**src/rtl/fifo_burst_reader.sv**
```systemverilog
// fifo_burst_reader: drains a bulk-organised FIFO one bulk at a time onto a valid/ready stream.
//   clk               system clock, also the FIFO read clock
//   rst_n             asynchronous active-low reset
//   enable            allows a new bulk to start (sampled only while idle)
//   fifo_r_ready      FIFO holds at least one full bulk
//   fifo_error_empty  FIFO empty flag
//   fifo_r_enable     FIFO read strobe, one word per high cycle
//   fifo_rdata        FIFO read data, valid one cycle after the strobe
//   m_tdata/m_tvalid/m_tready/m_tlast  output stream, m_tlast on the final beat of a bulk
//   busy              high while a bulk is being read or flushed
//   burst_count       completed bulks, wraps
//   underflow         sticky: a read was issued while the FIFO reported empty
module fifo_burst_reader #(
    parameter int DATA_WIDTH   = 32,
    parameter int BULK_OF_DATA = 8
) (
    input  logic                  clk,
    input  logic                  rst_n,
    input  logic                  enable,
    input  logic                  fifo_r_ready,
    input  logic                  fifo_error_empty,
    output logic                  fifo_r_enable,
    input  logic [DATA_WIDTH-1:0] fifo_rdata,
    output logic [DATA_WIDTH-1:0] m_tdata,
    output logic                  m_tvalid,
    input  logic                  m_tready,
    output logic                  m_tlast,
    output logic                  busy,
    output logic [31:0]           burst_count,
    output logic                  underflow
);
    localparam int CW = $clog2(BULK_OF_DATA + 1);
    localparam logic [1:0] S_IDLE  = 2'd0;
    localparam logic [1:0] S_BURST = 2'd1;
    localparam logic [1:0] S_FLUSH = 2'd2;

    logic [1:0]            r_state;
    logic [CW-1:0]         r_issued;
    logic                  r_in_flight;
    logic                  r_in_last;
    logic [DATA_WIDTH-1:0] r_d0;
    logic [DATA_WIDTH-1:0] r_d1;
    logic                  r_l0;
    logic                  r_l1;
    logic [1:0]            r_count;
    logic [31:0]           r_bursts;
    logic                  r_underflow;

    logic       w_pop;
    logic       w_push;
    logic       w_rd;
    logic       w_last_rd;
    logic [1:0] w_room;

    assign w_pop     = (r_count != 2'd0) && m_tready;
    assign w_push    = r_in_flight;
    // Queue occupancy after this cycle including the word still in flight;
    // a new read is only issued if it is guaranteed a slot.
    assign w_room    = r_count + {1'b0, r_in_flight} - {1'b0, w_pop};
    assign w_rd      = (r_state == S_BURST) && (r_issued < CW'(BULK_OF_DATA)) && (w_room < 2'd2);
    assign w_last_rd = w_rd && (r_issued == CW'(BULK_OF_DATA - 1));

    assign fifo_r_enable = w_rd;
    assign m_tdata       = r_d0;
    assign m_tlast       = r_l0;
    assign m_tvalid      = r_count != 2'd0;
    assign busy          = r_state != S_IDLE;
    assign burst_count   = r_bursts;
    assign underflow     = r_underflow;

    always_ff @(posedge clk or negedge rst_n) begin
        if (!rst_n) begin
            r_state     <= S_IDLE;
            r_issued    <= '0;
            r_in_flight <= 1'b0;
            r_in_last   <= 1'b0;
            r_bursts    <= '0;
            r_underflow <= 1'b0;
        end else begin
            r_in_flight <= w_rd;
            r_in_last   <= w_last_rd;
            if (w_rd && fifo_error_empty)
                r_underflow <= 1'b1;
            if (r_state == S_IDLE) begin
                r_issued <= '0;
                if (enable && fifo_r_ready)
                    r_state <= S_BURST;
            end else if (r_state == S_BURST) begin
                if (w_rd)
                    r_issued <= r_issued + CW'(1);
                if (w_last_rd)
                    r_state <= S_FLUSH;
            end else if (r_state == S_FLUSH) begin
                if (w_pop && r_l0) begin
                    r_state  <= S_IDLE;
                    r_bursts <= r_bursts + 32'd1;
                end
            end else begin
                r_state <= S_IDLE;
            end
        end
    end

    // Two-entry queue, entry 0 is the head; entries only move on a pop so the
    // head is stable while stalled.
    always_ff @(posedge clk or negedge rst_n) begin
        if (!rst_n) begin
            r_d0    <= '0;
            r_d1    <= '0;
            r_l0    <= 1'b0;
            r_l1    <= 1'b0;
            r_count <= 2'd0;
        end else if (w_push && w_pop) begin
            if (r_count == 2'd1) begin
                r_d0 <= fifo_rdata;
                r_l0 <= r_in_last;
            end else begin
                r_d0 <= r_d1;
                r_l0 <= r_l1;
                r_d1 <= fifo_rdata;
                r_l1 <= r_in_last;
            end
        end else if (w_pop) begin
            r_d0    <= r_d1;
            r_l0    <= r_l1;
            r_count <= r_count - 2'd1;
        end else if (w_push) begin
            if (r_count == 2'd0) begin
                r_d0 <= fifo_rdata;
                r_l0 <= r_in_last;
            end else begin
                r_d1 <= fifo_rdata;
                r_l1 <= r_in_last;
            end
            r_count <= r_count + 2'd1;
        end
    end
endmodule
```
**config.mk**
```make
export PLATFORM = sky130hd
export DESIGN_NAME = fifo_burst_reader
export DESIGN_NICKNAME = d
export VERILOG_FILES = /design/src/rtl/fifo_burst_reader.sv
export SDC_FILE = /design/constraint.sdc
export NUM_CORES = 1
export LEC_CHECK = 0
export ABC_CLOCK_PERIOD_IN_PS = 5800
export BUFFER_PORTS_ARGS = -buffer_cell sky130_fd_sc_hd__buf_4
export CAP_MARGIN = 20
export CORE_MARGIN = 1.5
export CORE_UTILIZATION = 30
export CTS_BUF_LIST = sky130_fd_sc_hd__clkbuf_2 sky130_fd_sc_hd__clkbuf_4 sky130_fd_sc_hd__clkbuf_8
export DETAILED_ROUTE_END_ITERATION = 6
export PLACE_DENSITY = 0.54
export SYNTH_ARGS = -nofsm -noshare
export SYNTH_HDL_FRONTEND = slang
export SYNTH_SLANG_ARGS = --single-unit
```
**constraint.sdc**
```tcl
create_clock -name clk -period 5.8 [get_ports clk]
set_clock_uncertainty 0.1 [all_clocks]
set_input_delay 0.58 -clock clk [delete_from_list [all_inputs] [get_ports clk]]
set_output_delay 0.58 -clock clk [all_outputs]
set_load 0.05 [all_outputs]
```
==> flow_summary.ini, run 1 <==
[routing]
ant_nets = 0
vias = 3428
routed_wl_um = 10500
drtIter0Drc = 151
wl_per_cell_um = 13.9
firstDrtPassIters = 4
drc_errors = 0
avgViaCountPerCell = 4.56

[global_route]
grt_overflow_total = 0
grt_pass1_vias = 3407
grt_max_degree = 62
grt_first_pass_wirelength_um = 17200
antenna_found_initial = 0
grtUsageTotal_pct = 13.0

[setup_path]
end_kind = primary output
crit_chain = inv_1 > ha_1 > and2b_1 > inv_1 > ha_1 > nand2_1 > xnor3_1 > nor2b_1 > nand2_1 > inv_1 > buf_4
cp_common_cell = inv_1
crit_path_max_incr_delay_ns = 0.64
crit_type = register to primary output
critPathTopFamily = adder cells
crit_buf_inv = 4
critPathSlowestCell = ha_1
arrival_ns = 3.41
cp.required_ns = 5.12
critPathLaunchType = register
worst-path-max-fanout = 20

[worst_hold_path]
hp-class = primary input to asynchronous set/reset pin

[timing]
worst_slew_pin_slew_ns = 1.00
rsz0062_at_grt = no
fin_crit_ns = 4.09
finalCritPeriodShare_pct = 70.5
hold_violations = 0
fmax_ghz = 0.245
worst_slack_ns = 1.71
setup_viol = 0
setup_tns_ns = 0
relSlewSlack_pct = 33.3
report.final.slew_viol_count = 0

[clock_network]
clockRootBuffer = clkbuf_8
cts_sinks = 109
cts_hold_buf = 0
clkTransAtPathRegs_ns = 0.10
cts_buffers = 9
worstSkewPairLatency_ns = 0.37
cts_max_level = 3
cts_resized = 0
cts_tree = built
post_cts.repair.setup_buffers = 0
clock_tree.buffer_depth = 2

[pwr]
p_leak_uw = 0.00294
clkPwrFrac_pct = 14.3
swShare_pct = 43.3
internal_power_uw = 1800
powerDensity_nw_per_um2 = 522
power_switching_uw = 1380
p_seq_share_pct = 37.7
p_comb_share_pct = 48.0
ir_worst_vdd_mv = 0.304

[synth]
yosysWarnings = 0
synth_area_um2 = 4890
ys_types = 38
syn_nets = 475
syn_inst = 432
syn_avg_cell_area_um2 = 11.3
seq_area_frac_synth_pct = 55.7
ys_ff_latch = 109

[job]
maxCapViolCount = 0

[placed_design]
gp_congestion = 0.735
hpwlAfterDp_um = 7410
dp_slack_ns = 2.10
placed_cell_area_um2 = 5910
placedCellCount = 738
placement.io_buffers = 106

[die]
die_h_um = 131
ios = 107
die-width_um = 131
die-area_um2 = 17100
initial_core_util_pct = 30.8
num_rows = 46
coreArea_um2 = 15900

[cells_and_area]
final_cell_area_um2 = 6100
layoutNonFillerInstCount = 752
drive_above_1_share_pct = 30.8
fillers = 1608
num_antenna_cells = 0
seq_area_um2 = 2730
area_growth_pct = 24.6
fin_nets = 576
multi_input_area_um2 = 2060

[status]
status = completed
## state kept, by name, summed over array words and instances, names as in the netlist
register / flops
r_in_last: 1
r_l1: 1
r_d1: 32
r_state: 2
r_count: 2
r_in_flight: 1
underflow: 1
m_tlast: 1
m_tdata: 32
burst_count: 32
r_issued: 4
## through the flow
stage                     util, %  hold WS (ns)  total power [uW]
final                        38.4         0.100              3180
after global routing         38.4         0.132              3400
after CTS                    38.4         0.121              3240
after detailed placement     37.2         0.349              2770
after global placement       37.2         0.342              2720
after floorplan                 -         0.184              2330
## layout by cell type, fill, tap and decap left out, types with 2 or more instances in the layout
cell type   Yosys  final
clkinvlp_4      0      2
xnor2_1        22     22
a21oi_1        10      9
nand2b_1        5      4
nor3_1          5      5
clkbuf_8        0     10
buf_4           1    108
o31ai_1         5      5
dfrtp_1       109    109
o21ai_1         2      2
inv_1          11     11
or2_2           2      2
nand2_1        57     57
ha_1            5      5
o21ai_0        30     30
xor2_1         10     10
nand3_1        19     19
mux2i_1        33     33
mux2_2         34     34
nand4_1         6      6
and2_1          3      3
nor2_1         23     23
nor2b_1         2      2
o211ai_1        5      5
and3_1          3      2
a21o_1          2      2
## routing by layer
metal  vias to the layer above  GRT usage, %  wire (um)
met4                         0          4.65        155
met3                         9          2.93        381
met5                         -             0          0
met2                        63          21.6       5130
li1                       1689             -          -
met1                      1667          16.6       4800
## logic make-up (layout without fill, tap and decap cells)
kind of cell,after synthesis,in the layout,synth area share (%)
xor+xnor,33,33,6.19
buf+inv,29,133,2.45
fa+ha+maj,5,5,1.28
flops,109,109,55.7
mux,67,67,14.6
simple gates,132,132,13.1
compound gates,57,57,6.62
## layout make-up
type / instances / share of cell area, %
Sequential cell: 109 / 44.7
Multi-Input combinational cell: 294 / 33.8
Timing Repair Buffer: 108 / 13.3
Tap cell: 216 / 4.43
Clock buffer: 10 / 2.26
Clock inverter: 4 / 0.821
Inverter: 11 / 0.677
## power by group through the flow
stage / Combinational, uW / Sequential (uW) / Clock, uW
3_3_place_gp: 1510 / 1210 / 0
6_report: 1530 / 1200 / 455
3_5_place_dp: 1550 / 1220 / 0
4_1_cts: 1550 / 1200 / 483
5_1_grt: 1650 / 1240 / 509
2_1_floorplan: 751 / 1580 / 0
## worst register-to-register path, delay by kind of cell (launching register included)
kind | cells | cell delay (ns)
compound gates | 1 | 0.17
fa+ha+maj | 2 | 0.91
xor+xnor | 1 | 0.33
simple gates | 4 | 0.72
buf+inv | 3 | 0.42
flops | 1 | 0.41
## Yosys cell counts
cell / n / share of area, %
or2_2: 2 / 0.26
o21ai_0: 30 / 3.1
mux2i_1: 33 / 6.8
nor2b_1: 2 / 0.26
and2_1: 3 / 0.38
and3_1: 3 / 0.38
nor3b_1: 1 / 0.15
mux2_2: 34 / 7.8
a21o_1: 2 / 0.31
buf_2: 6 / 0.61
and4_1: 1 / 0.18
nand2b_1: 5 / 0.64
nand4_2: 1 / 0.26
and2b_1: 1 / 0.15
nor2_1: 23 / 1.8
nor3_2: 1 / 0.20
nor3_1: 5 / 0.51
o21ai_1: 2 / 0.20
buf_1: 2 / 0.15
ha_1: 5 / 1.3
xnor3_1: 1 / 0.46
o211ai_1: 5 / 0.77
xor2_1: 10 / 1.8
o21bai_1: 1 / 0.15
nand4_1: 6 / 0.77
dfrtp_1: 109 / 56
nand2_1: 57 / 4.4
o311ai_0: 1 / 0.18
nand3_1: 19 / 1.9
xnor2_1: 22 / 3.9
inv_1: 11 / 0.84
a21oi_1: 10 / 1.0
clkbuf_1: 9 / 0.69
nor4_4: 1 / 0.43
o31ai_1: 5 / 0.77
buf_4: 1 / 0.15
o21a_1: 1 / 0.15
nand4b_4: 1 / 0.49
## worst paths after layout
| check | from | endpoint | slack [ns] | depth (start not counted) |
|---|---|---|---|---|
| max in group asynchronous | rst_n | burst_count[20] | 4.26 | 2 |
| worst min register to register | underflow | underflow | 0.37 | 1 |
| worst max register to register | r_count[0] | underflow | 2.65 | 11 |
| min in group clk | fifo_error_empty | underflow | 0.32 | 2 |
| worst max-delay path | r_count[0] | fifo_r_enable | 1.71 | 11 |
| worst min-delay path | rst_n | r_d1[8] | 0.10 | 1 |
Note: power is estimated with default switching activity, not from simulation.
==> run 2, diff against run 1 <==
--- a/config.mk
+++ b/config.mk
@@ -5,14 +5,14 @@
 export SDC_FILE = /design/constraint.sdc
 export NUM_CORES = 1
 export LEC_CHECK = 0
-export ABC_CLOCK_PERIOD_IN_PS = 5800
+export ABC_CLOCK_PERIOD_IN_PS = 3500
 export BUFFER_PORTS_ARGS = -buffer_cell sky130_fd_sc_hd__buf_4
 export CAP_MARGIN = 20
 export CORE_MARGIN = 1.5
 export CORE_UTILIZATION = 30
 export CTS_BUF_LIST = sky130_fd_sc_hd__clkbuf_2 sky130_fd_sc_hd__clkbuf_4 sky130_fd_sc_hd__clkbuf_8
 export DETAILED_ROUTE_END_ITERATION = 6
-export PLACE_DENSITY = 0.54
+export PLACE_DENSITY = 0.56
 export SYNTH_ARGS = -nofsm -noshare
 export SYNTH_HDL_FRONTEND = slang
 export SYNTH_SLANG_ARGS = --single-unit
==> constraint.sdc (replaced) <==
create_clock -name clk -period 3.5 [get_ports clk]
set_clock_uncertainty 0.1 [all_clocks]
set_input_delay 0.35 -clock clk [delete_from_list [all_inputs] [get_ports clk]]
set_output_delay 0.35 -clock clk [all_outputs]
set_load 0.05 [all_outputs]
==> run 2 against run 1 <==
Compared with the run above:
- worst setup slack got worse by 1.5 ns
- via count grew 0.20%
- die area unchanged
- first-iteration DRC count is 4.6% lower
- power up 67%
- hold slack got worse by 0.030 ns
- sequential share of layout area shrank 0.53 points
- largest power group unchanged
==> flow_summary.ini, run 2 (synthesized netlist as in run 1, its figures left out) <==
[clock_network]
clock_tree.buffer_depth = 2
cts_max_level = 3
cts_sinks = 109
clockRootBuffer = clkbuf_8
cts_buffers = 9
post_cts.repair.setup_buffers = 0
clkTransAtPathRegs_ns = 0.09
cts_tree = built
worstSkewPairLatency_ns = 0.38

[timing]
worst_slew_pin_slew_ns = 0.754
finalCritPeriodShare_pct = 92.6
rsz0062_at_grt = no
relSlewSlack_pct = 49.7
report.final.slew_viol_count = 0
fin_crit_ns = 3.24
setup_viol = 0
setup_tns_ns = 0
hold_violations = 0
fmax_ghz = 0.309

[global_route]
grt_max_degree = 58
grt_pass1_vias = 3459
grtUsageTotal_pct = 12.5
grt_overflow_total = 0
grt_first_pass_wirelength_um = 16500
antenna_found_initial = 0

[setup_path]
end_kind = primary output
startpoint = r_count[0]
worst-path-max-fanout = 7
crit_end = fifo_r_enable
critPathLaunchType = register
timing.rr.start = r_count[0]
crit_chain = inv_1 > ha_1 > and2b_4 > inv_1 > ha_1 > nand2_1 > xnor3_1 > nor2b_2 > nand2_1 > inv_1 > buf_4
critPathSlowestCell = dfrtp_1
cp_common_cell = inv_1
timing.rr.end = underflow
arrival_ns = 2.79
cp.required_ns = 3.05
crit_path_max_incr_delay_ns = 0.38
ff2ff_path_depth = 11
crit_type = register to primary output
r2r_slack_ns = 0.92

[die]
die-area_um2 = 17100
ios = 107
die_h_um = 131
num_rows = 46
initial_core_util_pct = 30.8
coreArea_um2 = 15900
die-width_um = 131

[worst_hold_path]
hp-class = primary input to register

[cells_and_area]
final_cell_mix = buf_4 (111), dfrtp_1 (109), nand2_1 (57)
final_common_cell = buf_4
area_growth_pct = 26.1
num_antenna_cells = 0
layoutNonFillerInstCount = 759
fillers = 1580
fin_nets = 581
drive_above_1_share_pct = 31.7

[placed_design]
placement.io_buffers = 106
hpwlAfterDp_um = 7160
placedCellCount = 742
gp_congestion = 0.737

[routing]
firstDrtPassIters = 4
avgViaCountPerCell = 4.53
drtIter0Drc = 144
wl_per_cell_um = 13.3
routed_wl_um = 10100
drc_errors = 0
vias = 3435
ant_nets = 0

[pwr]
p_leak_uw = 0.00298
powerDensity_nw_per_um2 = 861
ir_worst_vdd_mv = 0.564

[job]
maxCapViolCount = 0

[status]
status = completed
==> run 2: cell types whose count changed in the layout (fill, tap and decap cells not counted), sizes merged <==
cell	change
dlygate4sd3	+1
clkbuf	+1
inv	+1
buf	+4
==> run 2: how the worst min path moves through the flow <==
stage	depth (start not counted)	slack, ns	from	to
final	2	0.07	fifo_error_empty	underflow
after global routing	2	0.04	fifo_error_empty	underflow
after CTS	2	0.04	fifo_error_empty	underflow
after detailed placement	1	0.35	underflow	underflow
after global placement	1	0.34	underflow	underflow
after floorplan	0	-0.05	rst_n	burst_count[0]
==> run 2: critical path, delay by kind of cell (launching register included) <==
family        cells  cell delay [ns]
simple gates      4             0.67
buf+inv           4             0.54
flops             1             0.38
xor+xnor          1             0.31
fa+ha+maj         2             0.51
==> run 2: cell type report <==
class                      instances  area [um^2]  area share [%]
timing repair buffer             113          863            14.0
clock buffer                      11          145            2.35
multi-input combinational        294         2060            33.5
clock inverter                     5         58.8           0.953
tap                              216          270            4.38
sequential                       109         2730            44.2
inverter                          11         41.3           0.669
==> run 2: stage by stage <==
stage / utilization (%) / cell area (um^2) / hold WS [ns] / power [uW] / setup WS (ns)
CTS: 38.8 / 6170 / 0.0380 / 5390 / 0.0144
finish: 38.8 / 6170 / 0.0709 / 5310 / 0.259
floorplan: - / 4890 / -0.0456 / 3860 / 0.757
global route: 38.8 / 6170 / 0.0425 / 5660 / 0.0145
detailed placement: 37.5 / 5950 / 0.353 / 4580 / 0.461
global placement: 37.5 / 5950 / 0.344 / 4520 / 0.555
==> run 2: metal layers <==
layer | GRT usage (%) | vias to the layer above | wire (um)
li1 | - | 1688 | -
met1 | 15.4 | 1659 | 4480
met2 | 21.0 | 75 | 4960
met3 | 2.44 | 13 | 423
met4 | 6.40 | 0 | 220
met5 | 0 | - | 0
==> run 2: repair_timing <==
| item | 4_1_cts | 5_1_grt |
|---|---|---|
| setup endpoints to repair | 0 | 1 |
| gates resized for setup | 0 | 3 |
| hold buffers | 1 | 0 |
| hold endpoints to repair | 56 | 0 |
==> run 2: power by group <==
part           internal [uW]  switching, uW
clock network            360            433
registers               1700            287
logic                    971           1570
total                   3030           2290
